[src/rtl/cim_ctrl.sv]
// -----------------------------------------------------------------------------
// cim_ctrl -- command sequencer for a compute-in-memory PE array.
//
// Accepts one command at a time and drives the PE array:
//   LOAD    : streams ROWS weight beats into consecutive PE rows, starting at
//             cmd_addr and wrapping modulo ROWS. Produces no result.
//   READ    : reads one PE row; the weight is returned zero-extended.
//   COMPUTE : registers the activation vector onto pe_act and captures the
//             PE partial sum one cycle later.
//   op 11   : accepted and dropped.
// READ/COMPUTE results sit in RESULT until res_ready; cmd_ready is low there,
// so a new command can never be accepted in the cycle a result is consumed.
//
// Ports
//   clk, rst_n                 clock, asynchronous active-low reset
//   cmd_valid/ready/op/addr    command channel
//   act_data                   activation vector for COMPUTE (ROWS*WW)
//   wt_valid/ready/data        weight stream used during LOAD
//   res_valid/ready/data       result channel (PSUM or zero-extended weight)
//   busy                       high whenever the controller is not idle
//   pe_stdw/pe_stdr            PE write strobe / read select (never both high)
//   pe_std_a                   PE row address (holds when no strobe)
//   pe_weight_in               weight written on pe_stdw
//   pe_act                     registered activations
//   pe_weight_out, pe_psum     PE read data and partial sum
// -----------------------------------------------------------------------------
module cim_ctrl #(
   parameter int ROWS = 64,
   parameter int AW   = 6,
   parameter int WW   = 4,
   parameter int PW   = 14
) (
   input  logic                 clk,
   input  logic                 rst_n,
   // command channel
   input  logic                 cmd_valid,
   output logic                 cmd_ready,
   input  logic [1:0]           cmd_op,
   input  logic [AW-1:0]        cmd_addr,
   input  logic [ROWS*WW-1:0]   act_data,
   // weight stream
   input  logic                 wt_valid,
   output logic                 wt_ready,
   input  logic [WW-1:0]        wt_data,
   // result channel and status
   output logic                 res_valid,
   input  logic                 res_ready,
   output logic [PW-1:0]        res_data,
   output logic                 busy,
   // PE side
   output logic                 pe_stdw,
   output logic                 pe_stdr,
   output logic [AW-1:0]        pe_std_a,
   output logic [WW-1:0]        pe_weight_in,
   output logic [ROWS*WW-1:0]   pe_act,
   input  logic [WW-1:0]        pe_weight_out,
   input  logic [PW-1:0]        pe_psum
);

   typedef enum logic [2:0] {
      S_IDLE,
      S_LOAD,
      S_READ,
      S_COMP,
      S_RESULT
   } state_t;

   localparam logic [1:0]    OP_LOAD   = 2'b00;
   localparam logic [1:0]    OP_READ   = 2'b01;
   localparam logic [1:0]    OP_COMP   = 2'b10;
   localparam logic [AW-1:0] LAST_BEAT = AW'(ROWS - 1);

   state_t        state, state_nxt;
   logic [AW-1:0] row_cnt;    // next PE row to write during LOAD
   logic [AW-1:0] beat_cnt;   // beats accepted in the current burst
   logic [AW-1:0] rd_addr;    // row captured by READ
   logic [AW-1:0] addr_hold;  // last address presented with a strobe
   logic          cmd_acc;

   assign cmd_acc = cmd_valid & cmd_ready;

   // NOTE: sequential state uses non-blocking (<=) so every register samples
   // pre-edge values; blocking here would create order-dependent simulation.
   always_ff @(posedge clk or negedge rst_n) begin
      if (!rst_n) state <= S_IDLE;
      else        state <= state_nxt;
   end

   // NOTE: every output of this block gets a default first, so no path can
   // leave a signal unassigned and infer a latch.
   always_comb begin
      state_nxt    = state;
      cmd_ready    = 1'b0;
      wt_ready     = 1'b0;
      res_valid    = 1'b0;
      busy         = 1'b1;
      pe_stdw      = 1'b0;
      pe_stdr      = 1'b0;
      pe_std_a     = addr_hold;
      pe_weight_in = '0;

      case (state)
         S_IDLE: begin
            cmd_ready = 1'b1;
            busy      = 1'b0;
            if (cmd_valid) begin
               case (cmd_op)
                  OP_LOAD: state_nxt = S_LOAD;
                  OP_READ: state_nxt = S_READ;
                  OP_COMP: state_nxt = S_COMP;
                  default: state_nxt = S_IDLE;  // reserved op: swallowed
               endcase
            end
         end
         S_LOAD: begin
            wt_ready = 1'b1;
            if (wt_valid) begin
               pe_stdw      = 1'b1;
               pe_std_a     = row_cnt;
               pe_weight_in = wt_data;
               if (beat_cnt == LAST_BEAT) state_nxt = S_IDLE;
            end
         end
         S_READ: begin
            pe_stdr   = 1'b1;
            pe_std_a  = rd_addr;
            state_nxt = S_RESULT;
         end
         S_COMP: begin
            // PE sees stable pe_act with both strobes low for this cycle.
            state_nxt = S_RESULT;
         end
         S_RESULT: begin
            res_valid = 1'b1;
            if (res_ready) state_nxt = S_IDLE;
         end
         default: state_nxt = S_IDLE;
      endcase
   end

   always_ff @(posedge clk or negedge rst_n) begin
      if (!rst_n) begin
         row_cnt   <= '0;
         beat_cnt  <= '0;
         rd_addr   <= '0;
         addr_hold <= '0;
         pe_act    <= '0;
         res_data  <= '0;
      end else begin
         if (cmd_acc) begin
            case (cmd_op)
               OP_LOAD: begin
                  row_cnt  <= cmd_addr;
                  beat_cnt <= '0;
               end
               OP_READ: rd_addr <= cmd_addr;
               OP_COMP: pe_act  <= act_data;
               default: ;
            endcase
         end

         // ROWS is a power of two, so the natural AW-bit wrap gives row 63 -> 0.
         if (pe_stdw) begin
            row_cnt  <= row_cnt + AW'(1);
            beat_cnt <= beat_cnt + AW'(1);
         end

         if (pe_stdw || pe_stdr) addr_hold <= pe_std_a;

         if (state == S_READ) res_data <= {{(PW - WW){1'b0}}, pe_weight_out};
         if (state == S_COMP) res_data <= pe_psum;
      end
   end

endmodule

[config.mk]
export PLATFORM = sky130hd
export DESIGN_NAME = cim_ctrl
export DESIGN_NICKNAME = d
export VERILOG_FILES = /design/src/rtl/cim_ctrl.sv
export SDC_FILE = /design/constraint.sdc
export NUM_CORES = 1
export LEC_CHECK = 0
export BUFFER_PORTS_ARGS = -buffer_cell sky130_fd_sc_hd__buf_2
export CAP_MARGIN = 20
export CORE_AREA = 2 2 222 224
export CTS_BUF_LIST = sky130_fd_sc_hd__clkbuf_8
export DETAILED_ROUTE_END_ITERATION = 10
export DIE_AREA = 0 0 224 226
export PLACE_DENSITY = 0.6
export SLEW_MARGIN = 40
export SYNTH_ARGS = -nofsm -noshare
export SYNTH_HDL_FRONTEND = slang
export SYNTH_SLANG_ARGS = --single-unit
[constraint.sdc]
create_clock -name clk -period 4 [get_ports clk]
set_input_delay 0.8 -clock clk [delete_from_list [all_inputs] [get_ports clk]]
set_output_delay 0.8 -clock clk [all_outputs]
set_load 0.03 [all_outputs]
# Yosys cells after proc, flatten, opt, wreduce, memory -nomap -nowiden
# Cells that the tools add are included.
dict set report op_classes {
  n_addsub 2
  mul 0
  div_mod_pow 0
  order_cmp 0
  eq_ne 11
  n_shift 0
  mux 25
  bitwise 1
  n_reduce_logical 11
}
# operator n
set ops {}
lappend ops {{6-bit 2-to-1 mux} 7}
lappend ops {{14-bit 2-to-1 mux} 2}
lappend ops {{6-bit by 1-bit adder with 6-bit output, second input constant} 2}
lappend ops {{3-bit 2-to-1 mux} 4}
lappend ops {{3-bit one-hot mux with 4 select lines} 1}
lappend ops {{6-bit one-hot mux with 2 select lines} 1}
lappend ops {{4-bit 2-to-1 mux} 2}
lappend ops {{2-bit != test, second input constant} 4}
lappend ops {{1-bit 2-to-1 mux} 7}
lappend ops {{3-bit by 2-bit == test with 1-bit output, second input constant} 2}
lappend ops {{6-bit == test, second input constant} 1}
lappend ops {{2-bit one-hot mux with 3 select lines} 1}
lappend ops {{2-bit AND reduction} 3}
lappend ops {{2-bit nonzero test} 3}
lappend ops {{4-bit AND reduction} 1}
lappend ops {{3-bit by 1-bit == test with 1-bit output, second input constant} 1}
lappend ops {{3-bit == test, second input constant} 1}
lappend ops {{3-bit zero test} 1}
lappend ops {{2-bit by 1-bit == test with 1-bit output, second input constant} 1}
lappend ops {{2-bit == test, second input constant} 1}
lappend ops {{2-bit zero test} 1}
lappend ops {{2-bit OR reduction} 1}
lappend ops {{1-bit AND} 1}
lappend ops {{1-bit logical OR} 1}
dict set report word_totals {
  regBits 297
  latchBits 0
  mem_bits_rw 0
  rom_bits 0
  in_bits 291
  output_inout_bits 286
  elab_cells 57
  n_memories 0
}

# Depth between registers and ports, before layout
# Gate-level depths: netlist of run 1.
dict set report depth {
  word_depth 5
  ltp_mapped 6
  ltp_nobuf 5
}

# Least setup slack after synthesis of run 1
# OpenSTA, ideal clock, no wires.
dict set report synth_path {
  path_kind {input -> output}
  from {input wt_valid}
  to {output pe_weight_in[0]}
  arrival_ps 1948
  required_time_ps 3200
  setup_slack_ps 1252
  stages 5
  path_buffers 2
  cell_sequence {nand4bb_1 > buf_2 > inv_2 > clkbuf_1 > and2_1}
}
dict set report synth_between {
  elab_chain_len 2
}
# element line_no
set synth_lines {}
lappend synth_lines {{from (decl)} 42} ;# input logic wt_valid,
lappend synth_lines {{4-bit 2-to-1 mux} 117} ;# if (wt_valid) begin
lappend synth_lines {{4-bit 2-to-1 mux} 102} ;# case (state)
lappend synth_lines {{to (decl)} 54} ;# output logic [WW-1:0] pe_weight_in,
# No other way between the ends.

# Worst setup path after layout of run 1
dict set report layout_path {
  from {register state[2]}
  to {output pe_std_a[4]}
}
dict set report layout_between {
  elab_chain_len 2
  elab_cells_between_ends 3
  classes_between {2 x eq/ne; 1 x mux}
}
# element line_no
set layout_lines {}
lappend layout_lines {{from (decl)} 73} ;# state_t state, state_nxt;
lappend layout_lines {{from (signal assigned)} 86} ;# else state <= state_nxt;
lappend layout_lines {{3-bit by 2-bit == test with 1-bit output or 3-bit by 1-bit == test with 1-bit output (tied branches)} 102}
lappend layout_lines {{6-bit one-hot mux with 2 select lines (*)} 102}
lappend layout_lines {{to (decl)} 53} ;# output logic [AW-1:0] pe_std_a,
# Every way passes the cells marked *; elsewhere a longest branch is shown, timed or not.

==> results.cfg, run 1 <==
[detailed_routing]
viasPerCell = 4.23
drtPass1Iterations = 5
num_vias = 8476
wl_um = 34400
antenna_left = 0
drc_errors = 0
drt_iter0_markers = 325
wl_per_cell_um = 17.2

[die]
die_h_um = 226
rows = 81
io_pins = 577
core_area_um2 = 48300
fp.dieW_um = 224
start_util_pct = 25.9
dieArea_um2 = 50600

[clocking]
cts-buffers-inserted = 52
postCtsSetupRepairBufs = 0
cts_tree = built
insertion_delay_ns = 0.61
cts-resized-gates = 0
cts_max_level = 2
cts_sinks = 297
clk_path_buf_depth = 3
cts_hold_buf = 0
cts.root.buffer_cell = clkbuf_8
clk_pin_slew_ns = 0.06

[critical_path]
crit_type = flip-flop to primary output
worstReg2RegEnd = pe_act[120]$_DFFE_PN0P_
cp.required_ns = 3.20
cpMaxStageDelayCell = nor2_1
max_stage_delay_ns = 0.60
rrSetupSlack_ns = 1.59
cp-end-kind = primary output
r2r-start = state[0]$_DFFE_PN0P_
crit_family = simple AND/OR/NAND/NOR gates
worstPathArrival_ns = 2.88
cp.depth = 5
worstSetupStartpoint = state[2]$_DFFE_PN0P_
path_cells = nand4bb_1 -> inv_2 -> nor2_1 -> a221o_1 -> buf_2
cp_num_buf_inv = 2
path_max_fanout = 22
reg2regPathDepth = 5
crit_end = pe_std_a[4]
cp-start-kind = flip-flop

[power_and_ir_drop]
vdd_ir_drop_max_mv = 0.480
leakagePower_uw = 0.00938
power_density_nw_per_um2 = 916

[yosys]
avgSynthCellArea_um2 = 16.9
syn_area_um2 = 12500
synth_edf_count = 0
synth_nets = 1034
synth_top_area_cell = dfrtp_1
synth_top_area_share_pct = 59.4
synth_warnings = 0
synth_ff_type = dfrtp_1
synth.area.top_cells = dfrtp_1, mux2_4, mux2_2
yosys-top-cells-count = dfrtp_1, mux2_4, mux2_2
synth-async-reset-ratio_pct = 100
synth_cell_types = 46
ys_ff_latch = 297
syn_inst = 738
synth_most_common_cell = dfrtp_1
yosysSeqAreaShare_pct = 59.4

[placed_design]
gp_congestion = 0.855
port_buffers = 576
hpwl_um = 25000
dp_cells = 1913
pre_cts_ws_ns = 0.625

[global_route]
grtUsageTotal_pct = 12.9
grt_max_degree = 87
grt.overflow.total = 0
grt_first_pass_wirelength_um = 51200
antenna_found_initial = 3
grt_pass1_vias = 8896

[timing]
fmax_mhz = 272
rsz0062_at_grt = no
maxSlewViolCount = 0
final-hold-violation-count = 0
tightest_slew_ns = 0.741
holdWs_ns = 0.200
skew_ns = 0.00960
fin_setup_tns_ns = 0
maxSlewHeadroom_pct = 50.6
min_period_over_period_pct = 92.0
setup_ws_ns = 0.318
setup_viol = 0
layout_min_cycle_time_ns = 3.68

[cells_and_area]
fill_cells = 4730
finalNonFillerCells = 2003
insertedDiodeCount = 0
layout-drive-gt1-share_pct = 67.3
multiInputGateArea_um2 = 4710
finalNetCount = 1641
final_core_util_pct = 35.2
layout.area.seq_um2 = 7430
area_growth_pct = 36.2

[worst_hold_path]
hold_path.class = input port to asynchronous set/reset pin

[flow_run]
max_cap_violations = 0

[outcome]
status = complete, no violations
[stage by stage]
step	instance area (um2)	power, uW
after floorplan	12500	10600
after global placement	16000	12900
after detailed placement	16000	13000
after CTS	17000	15800
after global routing	17000	16400
final	17000	15600
[layout by cell type (no fill, tap or decap), types with 2 or more instances in the layout]
cell        synthesis  layout
buf_2               6     575
dfrtp_1           297     297
mux2_4            229     229
clkbuf_8            0      61
mux2_2             33      33
nand2_1            31      31
inv_1               6      28
o21ai_0            15      15
a21o_1              9       9
buf_4               0       8
nor2_1              7       7
and2_1              7       7
a22o_1              7       7
buf_12              0       7
mux2i_1             6       6
a221o_1             5       5
nand3_1             5       5
a21oi_1             5       5
ha_1                5       5
o211ai_1            3       3
clkinvlp_4          0       3
clkinv_2            0       3
and3b_1             2       2
nand4_1             2       2
nor4_1              2       2
[logic make-up after synthesis]
| logic type | Yosys count | synth area share [%] |
|---|---|---|
| flip-flops | 297 | 59.4 |
| AO/OA/AOI/OAI | 55 | 3.14 |
| AND/OR/NAND/NOR | 67 | 2.91 |
| adder cells (fa/ha/maj) | 5 | 0.500 |
| multiplexers | 268 | 31.0 |
| buffers and inverters | 45 | 2.97 |
| XOR/XNOR | 1 | 0.0701 |
[worst min-delay path by stage]
| stage | endpoint | slack, ns | startpoint | depth (start not counted) |
|---|---|---|---|---|
| floorplan | addr_hold[1]$_DFFE_PN0P_ | 0.45 | addr_hold[1]$_DFFE_PN0P_ | 1 |
| global placement | res_data[7]$_DFFE_PN0P_ | 0.46 | res_data[7]$_DFFE_PN0P_ | 2 |
| detailed placement | res_data[7]$_DFFE_PN0P_ | 0.46 | res_data[7]$_DFFE_PN0P_ | 2 |
| CTS | pe_act[62]$_DFFE_PN0P_ | 0.18 | rst_n | 1 |
| global route | pe_act[81]$_DFFE_PN0P_ | 0.20 | rst_n | 1 |
| finish | pe_act[215]$_DFFE_PN0P_ | 0.20 | rst_n | 1 |
[final cells by class]
class,count,area share (%)
sequential,297,43.6
tap,622,4.57
inverter,7,0.154
clock buffer,61,4.93
multi-input combinational,396,27.7
clock inverter,29,0.881
timing repair buffer,591,18.2
[sequential cells by signal, indices dropped and copies added (netlist names)]
register,count
pe_act,256
state,3
rd_addr,6
row_cnt,6
beat_cnt,6
res_data,14
addr_hold,6
[per-layer routing]
layer | global-route usage (%) | vias up | wire, um
met4 | 4.28 | 6 | 816
met5 | 0 | - | 37
li1 | - | 3830 | -
met2 | 21.5 | 393 | 16600
met3 | 4.27 | 64 | 2760
met1 | 15.6 | 4183 | 14100
[power breakdown]
part	internal, uW	leakage, uW	switching, uW
sequential	4480	0.00359	880
combinational	3030	0.00522	4520
clock	1440	0.000582	1250
Power figures use the tool's default switching activity.
==> run 2: changes to the inputs <==
--- a/config.mk
+++ b/config.mk
@@ -13,3 +13,3 @@
 export DIE_AREA = 0 0 224 226
-export PLACE_DENSITY = 0.6
+export PLACE_DENSITY = 0.47
 export SLEW_MARGIN = 40
==> constraint.sdc (replaced) <==
create_clock -name clk -period 4 [get_ports clk]
set_input_delay 0.2 -clock clk [delete_from_list [all_inputs] [get_ports clk]]
set_output_delay 0.2 -clock clk [all_outputs]
set_load 0.03 [all_outputs]
==> run 2 against run 1 <==
Compared with the run above: largest cell class unchanged; sequential share of layout area fell by 6.7 points; worst hold slack gained 0.12 ns; clock skew up 0.0022 ns; first-iteration DRC count is 3.7% higher; critical path type unchanged; count of clock-buffer cells in the layout increased by 12.
==> results.cfg, run 2 (synthesized netlist as in run 1, its figures left out) <==
[outcome]
status = complete, no violations

[die]
dieArea_um2 = 50600
rows = 81
start_util_pct = 25.9
io_pins = 577
die_h_um = 226
fp.dieW_um = 224
core_area_um2 = 48300

[timing]
fin_setup_tns_ns = 0
final-hold-violation-count = 0
rsz0062_at_grt = no
setup_viol = 0
maxSlewHeadroom_pct = 52.0
skew_ns = 0.0118
layout_min_cycle_time_ns = 3.21
fmax_mhz = 312
min_period_over_period_pct = 80.2
setup_ws_ns = 0.792
maxSlewViolCount = 0
holdWs_ns = 0.316
tightest_slew_ns = 0.718

[global_route]
grt_max_degree = 97
use_met1_pct = 17.7
use_met2_pct = 26.1
grt-busiest-layer = met2
grt_first_pass_wirelength_um = 60000
grtUsageTotal_pct = 15.1
antenna_found_initial = 0
grt_pass1_vias = 10400
use_met3_pct = 4.58
grt.overflow.total = 0

[detailed_routing]
wl_um = 39700
num_vias = 9598
wl_per_cell_um = 17.3
drtPass1Iterations = 4
drt_iter0_markers = 337
antenna_left = 0
drc_errors = 0
viasPerCell = 4.17

[clocking]
cts.root.buffer_cell = clkbuf_8
clk_path_buf_depth = 3
insertion_delay_ns = 0.61
clk_pin_slew_ns = 0.06
cts_max_level = 2
cts_sinks = 297
cts_tree = built
cts-buffers-inserted = 56
cts-resized-gates = 0

[cells_and_area]
largest_register_ffs = 256
finalNetCount = 1930
layout_common_cells = buf_2, dfrtp_1, dlygate4sd3_1
insertedDiodeCount = 0
layout_commonest_cell = buf_2
layout-drive-gt1-share_pct = 56.3
area_growth_pct = 61.0
top_register = pe_act
fill_cells = 4550
multiInputGateArea_um2 = 4710
layout.area.seq_um2 = 7430
fin_area_um2 = 20100
top_regs = pe_act: 256 flops, res_data: 14 flops

[worst_hold_path]
hold_path.class = input port to flip-flop

[critical_path]
cp.required_ns = 3.80
cp-start-kind = flip-flop
path_max_fanout = 22
worstPathArrival_ns = 3.01
cp-end-kind = primary output
crit_type = flip-flop to primary output

[placed_design]
gp_congestion = 0.782
port_buffers = 576
pre_cts_ws_ns = 1.42
dpl_cell_area_um2 = 16000
hpwl_um = 27000

[power_and_ir_drop]
power_density_nw_per_um2 = 814
leakagePower_uw = 0.0107
power.total_uw = 16400
vdd_ir_drop_max_mv = 0.374

[flow_run]
max_cap_violations = 0
-- run 2: changes by cell type in the layout (fill, tap and decap cells not counted), sizes merged --
| cell | previous run | this run |
|---|---|---|
| buf | 591 | 589 |
| bufinv | 1 | 2 |
| clkbuf | 61 | 73 |
| clkinv | 3 | 8 |
| clkinvlp | 3 | 2 |
| dlygate4sd3 | 0 | 287 |
| inv | 29 | 25 |
-- run 2: path summary, 6_finish.rpt --
kind | startpoint | endpoint | slack [ns] | depth (start not counted)
setup / recovery | state[0]$_DFFE_PN0P_ | pe_std_a[4] | 0.79 | 5
hold / removal | res_ready | state[2]$_DFFE_PN0P_ | 0.32 | 3
setup reg to reg | state[2]$_DFFE_PN0P_ | pe_act[251]$_DFFE_PN0P_ | 1.64 | 5
hold reg to reg | res_data[7]$_DFFE_PN0P_ | res_data[7]$_DFFE_PN0P_ | 0.48 | 2
max in group asynchronous | rst_n | pe_act[50]$_DFFE_PN0P_ | 2.26 | 5
min in group asynchronous | rst_n | pe_act[246]$_DFFE_PN0P_ | 0.57 | 3
-- run 2: worst max-delay path: stages, from the launching register on --
cell and delay [ns]:
dfrtp_1 0.54, nand4bb_1 0.50, inv_2 0.53, nor2_1 0.29, a221o_1 0.35, buf_2 0.19
-- run 2: repair_timing --
action / in CTS / in global routing
hold buffers: 286 / 1
hold endpoints to repair: 377 / 22
buffers inserted: 0 / 0
-- run 2: layout make-up --
cell class | instances | area share (%)
inverter | 7 | 0.131
clock buffer | 73 | 4.99
sequential | 297 | 36.9
tap | 622 | 3.87
multi-input combinational | 396 | 23.4
clock inverter | 30 | 0.932
timing repair buffer | 876 | 29.7
-- run 2: through the flow --
step | std cells | util [%]
after floorplan | 738 | -
after global placement | 1908 | 33.1
after detailed placement | 1910 | 33.2
after CTS | 2299 | 41.6
after global routing | 2301 | 41.6
final | 2301 | 41.6
-- run 2: metal layers --
layer	share of wire, %	wire length (um)
met2	50	19900
met1	41	16100
met3	6.7	2650
met5	0	0
met4	2.8	1090
-- run 2: power breakdown --
part / leakage, uW / total, uW / internal (uW) / switching (uW)
registers: 0.00359 / 5350 / 4480 / 867
logic: 0.00642 / 7890 / 3220 / 4670
clock network: 0.000680 / 3140 / 1760 / 1380
